File: src/rtl/sw_debounce_pkg.sv
// rtl/sw_debounce_pkg.sv - shared types and settle-window constants for the switch debouncer
package sw_debounce_pkg;

    typedef enum logic {
        IDLE     = 1'b0,
        SETTLING = 1'b1
    } db_state_t;

    // 10 ms at 100 MHz on the board; a short window keeps benches fast
    localparam int DB_CYCLES_HW  = 1000000;
    localparam int DB_CYCLES_SIM = 4;

endpackage

File: src/rtl/sw_debounce_if.sv
// rtl/sw_debounce_if.sv - raw switch input and conditioned level/strobe outputs
interface sw_debounce_if #(
    parameter int WIDTH = 3
);
    logic [WIDTH-1:0] sw_raw;
    logic [WIDTH-1:0] sw_db;
    logic [WIDTH-1:0] sw_rise;
    logic [WIDTH-1:0] sw_fall;
    logic             sw_changed;

    modport master (
        output sw_raw,
        input  sw_db,
        input  sw_rise,
        input  sw_fall,
        input  sw_changed
    );

    modport slave (
        input  sw_raw,
        output sw_db,
        output sw_rise,
        output sw_fall,
        output sw_changed
    );
endinterface

File: src/rtl/debounce_bit.sv
// rtl/debounce_bit.sv - one switch bit: two-flop synchroniser, settle counter, edge strobes
module debounce_bit
    import sw_debounce_pkg::*;
#(
    parameter int STABLE_CYCLES = DB_CYCLES_HW
) (
    input  logic clk,
    input  logic rst_n,
    input  logic raw,
    output logic db,
    output logic rise,
    output logic fall
);

    localparam int CNT_W = $clog2(STABLE_CYCLES);
    localparam logic [CNT_W-1:0] CNT_LAST = CNT_W'(STABLE_CYCLES - 1);

    logic             s1;
    logic             s2;
    db_state_t        state;
    db_state_t        state_nx;
    logic [CNT_W-1:0] cnt;
    logic [CNT_W-1:0] cnt_nx;
    logic             db_nx;
    logic             rise_nx;
    logic             fall_nx;

    // Bring the asynchronous pin into the clock domain; only s2 is used below
    always_ff @(posedge clk or negedge rst_n) begin
        if (!rst_n) begin
            s1 <= 1'b0;
            s2 <= 1'b0;
        end else begin
            s1 <= raw;
            s2 <= s1;
        end
    end

    // State, counter and all outputs are registered together
    always_ff @(posedge clk or negedge rst_n) begin
        if (!rst_n) begin
            state <= IDLE;
            cnt   <= '0;
            db    <= 1'b0;
            rise  <= 1'b0;
            fall  <= 1'b0;
        end else begin
            state <= state_nx;
            cnt   <= cnt_nx;
            db    <= db_nx;
            rise  <= rise_nx;
            fall  <= fall_nx;
        end
    end

    // Accept a new level only after it has differed from db for STABLE_CYCLES samples
    always_comb begin
        state_nx = state;
        cnt_nx   = cnt;
        db_nx    = db;
        rise_nx  = 1'b0;
        fall_nx  = 1'b0;
        case (state)
            IDLE: begin
                cnt_nx = '0;
                if (s2 != db) begin
                    state_nx = SETTLING;
                    cnt_nx   = CNT_W'(1);
                end
            end
            SETTLING: begin
                if (s2 == db) begin
                    // bounced back before the window closed
                    state_nx = IDLE;
                    cnt_nx   = '0;
                end else if (cnt == CNT_LAST) begin
                    state_nx = IDLE;
                    cnt_nx   = '0;
                    db_nx    = s2;
                    rise_nx  = s2;
                    fall_nx  = ~s2;
                end else begin
                    cnt_nx = cnt + CNT_W'(1);
                end
            end
            default: begin
                state_nx = IDLE;
                cnt_nx   = '0;
            end
        endcase
    end

endmodule

File: src/rtl/sw_debounce.sv
// rtl/sw_debounce.sv - per-bit switch debouncer feeding the 3-bit adder inputs
module sw_debounce
    import sw_debounce_pkg::*;
#(
    parameter int WIDTH         = 3,
    parameter int STABLE_CYCLES = DB_CYCLES_HW
) (
    input  logic           clk,
    input  logic           rst_n,
    sw_debounce_if.slave   bus
);

    logic [WIDTH-1:0] db_w;
    logic [WIDTH-1:0] rise_w;
    logic [WIDTH-1:0] fall_w;

    // Bits are conditioned completely independently of one another
    for (genvar i = 0; i < WIDTH; i++) begin : g_bit
        debounce_bit #(
            .STABLE_CYCLES (STABLE_CYCLES)
        ) u_bit (
            .clk   (clk),
            .rst_n (rst_n),
            .raw   (bus.sw_raw[i]),
            .db    (db_w[i]),
            .rise  (rise_w[i]),
            .fall  (fall_w[i])
        );
    end

    assign bus.sw_db      = db_w;
    assign bus.sw_rise    = rise_w;
    assign bus.sw_fall    = fall_w;
    // Built only from registered strobes, so simultaneous bit updates give one pulse
    assign bus.sw_changed = |(rise_w | fall_w);

endmodule

File: src/flat_wrapper.sv
// flat-port wrapper written by rule: the top's interface ports become plain ports
module sw_debounce_flat import sw_debounce_pkg::*;
#(
    parameter int WIDTH         = 3,
    parameter int STABLE_CYCLES = DB_CYCLES_HW
)
  (clk, rst_n, bus_sw_raw, bus_sw_db, bus_sw_rise, bus_sw_fall, bus_sw_changed);
  sw_debounce_if #(.WIDTH(WIDTH)) bus_i ();
  input  logic clk;
  input  logic rst_n;
  input wire logic [$bits(bus_i.sw_raw)-1:0] bus_sw_raw;
  output wire logic [$bits(bus_i.sw_db)-1:0] bus_sw_db;
  output wire logic [$bits(bus_i.sw_rise)-1:0] bus_sw_rise;
  output wire logic [$bits(bus_i.sw_fall)-1:0] bus_sw_fall;
  output wire logic [$bits(bus_i.sw_changed)-1:0] bus_sw_changed;
  assign bus_i.sw_raw = bus_sw_raw;
  assign bus_sw_db = bus_i.sw_db;
  assign bus_sw_rise = bus_i.sw_rise;
  assign bus_sw_fall = bus_i.sw_fall;
  assign bus_sw_changed = bus_i.sw_changed;
  sw_debounce #(.WIDTH(WIDTH), .STABLE_CYCLES(STABLE_CYCLES)) u_core (.clk(clk), .rst_n(rst_n), .bus(bus_i));
endmodule
File: config.mk
export PLATFORM = sky130hd
export DESIGN_NAME = sw_debounce_flat
export DESIGN_NICKNAME = d
export VERILOG_FILES = /design/src/rtl/sw_debounce_pkg.sv /design/src/rtl/sw_debounce_if.sv /design/src/rtl/debounce_bit.sv /design/src/rtl/sw_debounce.sv /design/src/flat_wrapper.sv
export SDC_FILE = /design/constraint.sdc
export NUM_CORES = 1
export LEC_CHECK = 0
export ABC_AREA = 1
export CORE_MARGIN = 1
export CORE_UTILIZATION = 50
export DETAILED_ROUTE_END_ITERATION = 16
export GPL_ROUTABILITY_DRIVEN = 0
export GPL_TIMING_DRIVEN = 0
export PLACE_DENSITY = 0.68
export SYNTH_ARGS = -nofsm -noshare
export SYNTH_HDL_FRONTEND = slang
export SYNTH_SLANG_ARGS = --single-unit
File: constraint.sdc
create_clock -name clk -period 1.4 [get_ports clk]
set_input_delay 0.42 -clock clk [delete_from_list [all_inputs] [get_ports clk]]
set_output_delay 0.42 -clock clk [all_outputs]
set_load 0.02 [all_outputs]
# After elaboration in Yosys (flattened, before gate mapping)
# Cells that the tools add are included.
# op_classes
addsub,3
bitwise_logic,10
n_mux,42
n_reduce_logical,4
n_eq_ne,9
# op_table
cell,count
$mux W20,6
$pmux W20 S2,3
$add A20 B1 Y20 const B,3
$eq A20 B20 Y1 const B,3
$mux W1,30
$not A1 Y1,9
$reduce_and A3 Y1,3
$pmux W1 S2,3
$eq A1 B1 Y1,3
$ne A1 B1 Y1,3
$or A3 B3 Y3,1
$reduce_or A3 Y1,1
# word_totals
input_bits,5
wordCells,89
regBits,78
output_inout_bits,10

# Logic depth before layout (Yosys ltp)
# Gate-level depths: netlist of run 1.
# depth
ltp_word,4
mapped_depth,9

# Modules after synthesis
# From an unflattened synthesis of run 1, not the netlist that was laid out.
# hier_totals
cells_unflattened,511
hier_area_um2,4137.7
# modules_own_cells
module,seq_area_each_um2,instances,cells_per_inst,area_per_inst_um2
debounce_bit,650.6,3,169,1373.8
sw_debounce,0.0,1,4,16.3

# Least setup slack after synthesis of run 1
# OpenSTA, ideal clock, no wires.
# synth_path
kind,flip-flop to flip-flop
start,register u_core.g_bit[1].u_bit.cnt[0]
end,register u_core.g_bit[1].u_bit.state
required_time_ps,1282
path_slack_ps,28
synth_period_minus_slack_ps,1372
setup_ps,118
arrival_time_ps,1254
stages_incl_launch_ff,8
path_cell_list,dfrtp_1 ha_1 nand2_1 nor3_4 nand3_1 nand2_2 buf_6 nand2_1
# synth_via
elab_chain_len,4
# synth_lines
element,line_no,text
from (decl),debounce_bit.sv:22,logic [CNT_W-1:0] cnt;
from (signal assigned),debounce_bit.sv:49,cnt <= cnt_nx;
$eq A20 B20 Y1,debounce_bit.sv:76,end else if (cnt == CNT_LAST) begin
$mux W1,debounce_bit.sv:76,
$mux W1,debounce_bit.sv:72,if (s2 == db) begin
$pmux W1 S2,debounce_bit.sv:63,case (state)
net u_core.g_bit[1].u_bit.state_nx,debounce_bit.sv:21,db_state_t state_nx;
to (signal assigned),debounce_bit.sv:48,state <= state_nx;
to (decl),debounce_bit.sv:20,db_state_t state;
# The timed path passes the listed nets, and every way through them passes these cells.
# A chain may end at the register's enable or synchronous reset.

# Worst setup path after layout of run 1
# layout_path
start,register u_core.g_bit[2].u_bit.rise
end,output port bus_sw_changed
# layout_via
elab_chain_len,2
# layout_lines
element,line_no,text
from (decl),debounce_bit.sv:11,"output logic rise,"
from (signal assigned),debounce_bit.sv:51,rise <= rise_nx;
$or A3 B3 Y3,sw_debounce.sv:35,assign bus.sw_changed = |(rise_w | fall_w);
$reduce_or A3 Y1,sw_debounce.sv:35,
to (decl),flat_wrapper.sv:15,output wire logic [$bits(bus_i.sw_changed)-1:0] bus_sw_changed;
# No other way between the ends.

==> results of run 1 <==
## power by group
part | internal (µW) | leakage (µW) | switching, µW | total (µW)
clock | 994 | 0.000109 | 871 | 1870
sequential | 2300 | 0.00105 | 37.6 | 2330
combinational | 241 | 0.00125 | 281 | 522
## worst max-delay path: stages, from the launching register on
cell	delay, ns
dfrtp_1	0.41
nor4_2	0.26
nand2_1	0.07
buf_2	0.16
## registers in the layout, indices dropped and copies added (netlist names)
name / flops
u_core.g_bit.u_bit.db: 3
u_core.g_bit.u_bit.fall: 3
u_core.g_bit.u_bit.s1: 3
u_core.g_bit.u_bit.cnt: 60
u_core.g_bit.u_bit.state: 3
u_core.g_bit.u_bit.rise: 3
u_core.g_bit.u_bit.s2: 3
## per-layer routing
metal	GRT usage	wire length (µm)
met1	0.3114	4644
met2	0.3710	4978
met3	0.04207	364
met4	0.08846	227
met5	0	0
## logic make-up (layout without fill, tap and decap cells)
family,count (synthesis),after routing,synth area share
adders and majority gates,3,3,0.008916
DFF,78,78,0.4636
xor gates and xnor gates,34,34,0.07073
AOI/OAI and AO/OA,14,14,0.01813
buffers and inverters,66,143,0.07400
and+or+nand+nor,350,350,0.3646
## path summary, 6_finish.rpt
path                                              start                            end  depth (start not counted)
max in group asynchronous                         rst_n   u_core.g_bit[2].u_bit.cnt[2]                          3
max reg2reg                u_core.g_bit[1].u_bit.cnt[0]  u_core.g_bit[1].u_bit.cnt[18]                          7
max                          u_core.g_bit[2].u_bit.rise                 bus_sw_changed                          3
min                            u_core.g_bit[0].u_bit.s1       u_core.g_bit[0].u_bit.s2                          0
min reg2reg                    u_core.g_bit[0].u_bit.s1       u_core.g_bit[0].u_bit.s2                          0
min in group asynchronous                         rst_n  u_core.g_bit[1].u_bit.cnt[18]                          2
## timing repair
item	CTS	global route
hold buffers	1	0
gates resized for setup	101	124
endpoints found under the setup margin	73	74
cloned	2	1
buffers inserted	25	20
pin swaps	17	37
endpoints found under the hold margin	24	0
## synthesized netlist by cell type (all sizes together)
cell | count | share of area
a21oi | 7 | 0.0083
a31oi | 1 | 0.0015
and2 | 4 | 0.0059
buf | 14 | 0.028
dfrtp | 78 | 0.46
ha | 3 | 0.0089
inv | 52 | 0.046
nand2 | 132 | 0.12
nand3 | 26 | 0.033
nand4 | 18 | 0.027
nor2 | 155 | 0.15
nor3 | 12 | 0.023
nor4 | 1 | 0.0015
o21a | 1 | 0.0018
o21ai | 4 | 0.0048
o21bai | 1 | 0.0018
or2 | 2 | 0.0030
xnor2 | 12 | 0.025
xor2 | 22 | 0.046
## cell type report
type,instances,area [µm²]
clock buffer,9,123.9
clock inverter,6,87.58
sequential,78,1961
multi-input combinational,401,2384
timing repair buffer,62,620.6
buffer,14,165.2
inverter,52,212.7
fill,590,2490
tap,105,131.4
## metrics by stage
step                      worst slack [ns]  std cells  cell area (µm²)
final                              -0.2747        727             5685
after global routing               -0.3397        727             5685
after CTS                          -0.3046        708             5155
after detailed placement           -0.3001        665             4507
after global placement              -2.843        664             4482
after floorplan                    0.02792        545             4210
==> flow_summary.toml, run 1 <==
[outcome]
outcome = "finished with violations"
violations = "setup timing"

[sta]
fin_crit_sh = 1.196
whs_ns = 0.3506
relSlewSlack = 0.7533
finalHoldViolations = 0
fin_crit_ns = 1.675
worst_pin_slew_ns = 0.3687
setup_viol = 54
worst_slack_ns = -0.2747
tns_ns = -2.597
drv_slew = 0
clock.fmax_mhz = 597.1
fin_skew_ns = 0.01117
rsz0062_at_grt = "true"

[clocking]
cts_tree = "done"
clk_pin_slew_worst_paths_ns = 0.08
insertion_delay_ns = 0.36
root_buffer = "clkbuf_8"
cts_made_buffers = 9
clockBufferDepth = 2
htree_levels = 3
numClockSinks = 78

[logic_synthesis]
seq_area_frac_synth = 0.4636
synth_cell_types = 28
synth.avg_cell_area_um2 = 7.725
synth_area_um2 = 4210
ys_ff_latch = 78
yosys_warnings = 0
syn_nets = 553
syn_inst = 545

[pwr]
p_per_area_nw_per_um2 = 830.1
ir_drop_mv = 0.5163
leakage_uw = 0.002414
total_power_uw = 4720

[detailed_routing]
num_vias = 3729
wl_per_cell_um = 14.05
wirelength_um = 10210
dr.pass1.iters = 4
drtIter0Drc = 175
viasPerCell = 5.129
drc = 0
detail-route-antenna-nets = 0

[grt]
grt_pass1_vias = 3422
grt_antenna_before_repair = 0
grt_usage = 0.2315
grt_pass1_wl_um = 15670
gr-total-overflow = 0
grt_max_degree = 55

[floorplan]
die-area_um2 = 8792
ios = 15
die_w_um = 93.77
core_area_um2 = 8175
chipHeight_um = 93.77
rows = 33
start_util = 0.5150

[critical_path]
cp-end-kind = "output port"
critical_path_class = "flop to output port"
cp_max_fo = 2
arrival_ns = 1.25
rrSetupSlack_ns = -0.10
startpoint_type = "flop"
cp_data_required_time_ns = 0.98

[placed_design]
port_buffers = 14
hpwlAfterDp_um = 6246

[finish]
layout_common_cells = "103 x nand2_1, 102 x nor2_1, 71 x dfrtp_1"
diodes = 0
final_util = 0.6954
final_common_cell = "nand2_1"
drive_gt1_frac = 0.3473
nets = 626
area_growth_pct = 35.04

[job]
maxCapViolations = 0

[min_path]
hp-class = "flop to flop"
Note: power is estimated with default switching activity, not from simulation.
==> inputs of run 2 (changes only) <==
- MAX_ROUTING_LAYER: unset -> met4
==> flow_summary.toml, run 2 (synthesis results as in run 1) <==
[critical_path]
startpoint_type = "flop"
crit_path_start = "u_core.g_bit[1].u_bit.rise"
r2r_cells = 7
rr_startpoint = "u_core.g_bit[1].u_bit.cnt[10]"
critical_path_class = "flop to output port"
cp-end-kind = "output port"
rrSetupSlack_ns = -0.10
cp_max_fo = 2
cp_data_required_time_ns = 0.98
endpoint = "bus_sw_changed"
r2r-end = "u_core.g_bit[1].u_bit.cnt[18]"
arrival_ns = 1.26

[floorplan]
ios = 15
core_area_um2 = 8175
die-area_um2 = 8792
chipHeight_um = 93.77
die_w_um = 93.77
rows = 33
start_util = 0.5150

[grt]
grt_pass1_vias = 3417
grt_usage = 0.2378
gr-total-overflow = 0
grt_antenna_before_repair = 0
grt_max_degree = 55
grt_pass1_wl_um = 15680

[sta]
relSlewSlack = 0.7541
setup_viol = 55
clock.fmax_mhz = 594.9
fin_crit_sh = 1.201
worst_pin_slew_ns = 0.3675
whs_ns = 0.3520
finalHoldViolations = 0
fin_skew_ns = 0.01113
worst_slack_ns = -0.2809
rsz0062_at_grt = "true"
drv_slew = 0
fin_crit_ns = 1.681

[clocking]
insertion_delay_ns = 0.36
cts_made_buffers = 9
clk_pin_slew_worst_paths_ns = 0.08
root_buffer = "clkbuf_8"
htree_levels = 3
cts_tree = "done"
numClockSinks = 78
clockBufferDepth = 2

[placed_design]
hpwlAfterDp_um = 6246
dp_slack_ns = -0.3001
port_buffers = 14

[detailed_routing]
detail-route-antenna-nets = 0
drtIter0Drc = 165
dr.pass1.iters = 4
num_vias = 3710
wl_per_cell_um = 14.07
wirelength_um = 10230
viasPerCell = 5.103
drc = 0

[finish]
diodes = 0
final_common_cell = "nand2_1"
top_register = "u_core.g_bit.u_bit.cnt"
drive_gt1_frac = 0.3473
layout_common_cells = "103 x nand2_1, 102 x nor2_1, 71 x dfrtp_1"
nets = 626
largest_reg_flops = 60
area_growth_pct = 35.04

[outcome]
outcome = "finished with violations"
violations = "setup timing"

[job]
maxCapViolations = 0

[min_path]
hp-class = "flop to flop"

[pwr]
leakage_uw = 0.002414
ir_drop_mv = 0.5190
p_per_area_nw_per_um2 = 831.3
run 2: cell counts in the layout (fill, tap and decap cells not counted):
No cell type changed its count.
run 2: worst min-delay path by stage:
stage                        startpoint                            to  slack, ns  cells past startpoint
2_1_floorplan                     rst_n  u_core.g_bit[0].u_bit.cnt[0]       0.12                      0
3_3_place_gp   u_core.g_bit[2].u_bit.s1      u_core.g_bit[2].u_bit.s2       0.34                      0
3_5_place_dp   u_core.g_bit[0].u_bit.s1      u_core.g_bit[0].u_bit.s2       0.33                      0
4_1_cts        u_core.g_bit[0].u_bit.s1      u_core.g_bit[0].u_bit.s2       0.35                      0
5_1_grt        u_core.g_bit[0].u_bit.s1      u_core.g_bit[0].u_bit.s2       0.36                      0
6_report       u_core.g_bit[0].u_bit.s1      u_core.g_bit[0].u_bit.s2       0.35                      0
run 2: power breakdown:
group | switching (µW) | internal, µW
sequential | 37.6 | 2300
combinational | 281 | 241
clock | 877 | 994
total | 1200 | 3530
run 2: worst max-delay path, stage by stage (launching register included):
cell     delay [ns]
dfrtp_1        0.43
nor4_2         0.25
nand2_1        0.07
buf_2          0.16
run 2: final cells by class:
class	instances	area, µm²
fill	590	2490
multi-input combinational	401	2384
sequential	78	1961
timing repair buffer	62	620.6
inverter	52	212.7
buffer	14	165.2
tap	105	131.4
clock buffer	9	123.9
clock inverter	6	87.58
run 2: metrics by stage:
step	util	cells	total power, µW	TNS, ns	area [µm²]
3_3_place_gp	0.5482	664	2616	-228.08	4482
2_1_floorplan	-	545	2516	0	4210
5_1_grt	0.6954	727	4910	-6.793	5685
6_report	0.6954	727	4726	-2.637	5685
4_1_cts	0.6305	708	4620	-0.9609	5155
3_5_place_dp	0.5513	665	2632	-8.080	4507
run 2: per-layer routing:
layer / GRT usage / wire length, µm / vias to the layer above
li1: - / - / 1834
met4: 0.08846 / 212 / 0
met2: 0.3723 / 5002 / 82
met5: - / 0 / -
met3: 0.04207 / 339 / 17
met1: 0.3098 / 4676 / 1777
run 2: repair_timing:
item | 4_1_cts | 5_1_grt
pin swaps | 17 | 37
hold buffers | 1 | 0
setup endpoints to repair | 73 | 74
resized for setup | 101 | 124
setup buffers | 25 | 20
hold endpoints to repair | 24 | 0
cloned | 2 | 1
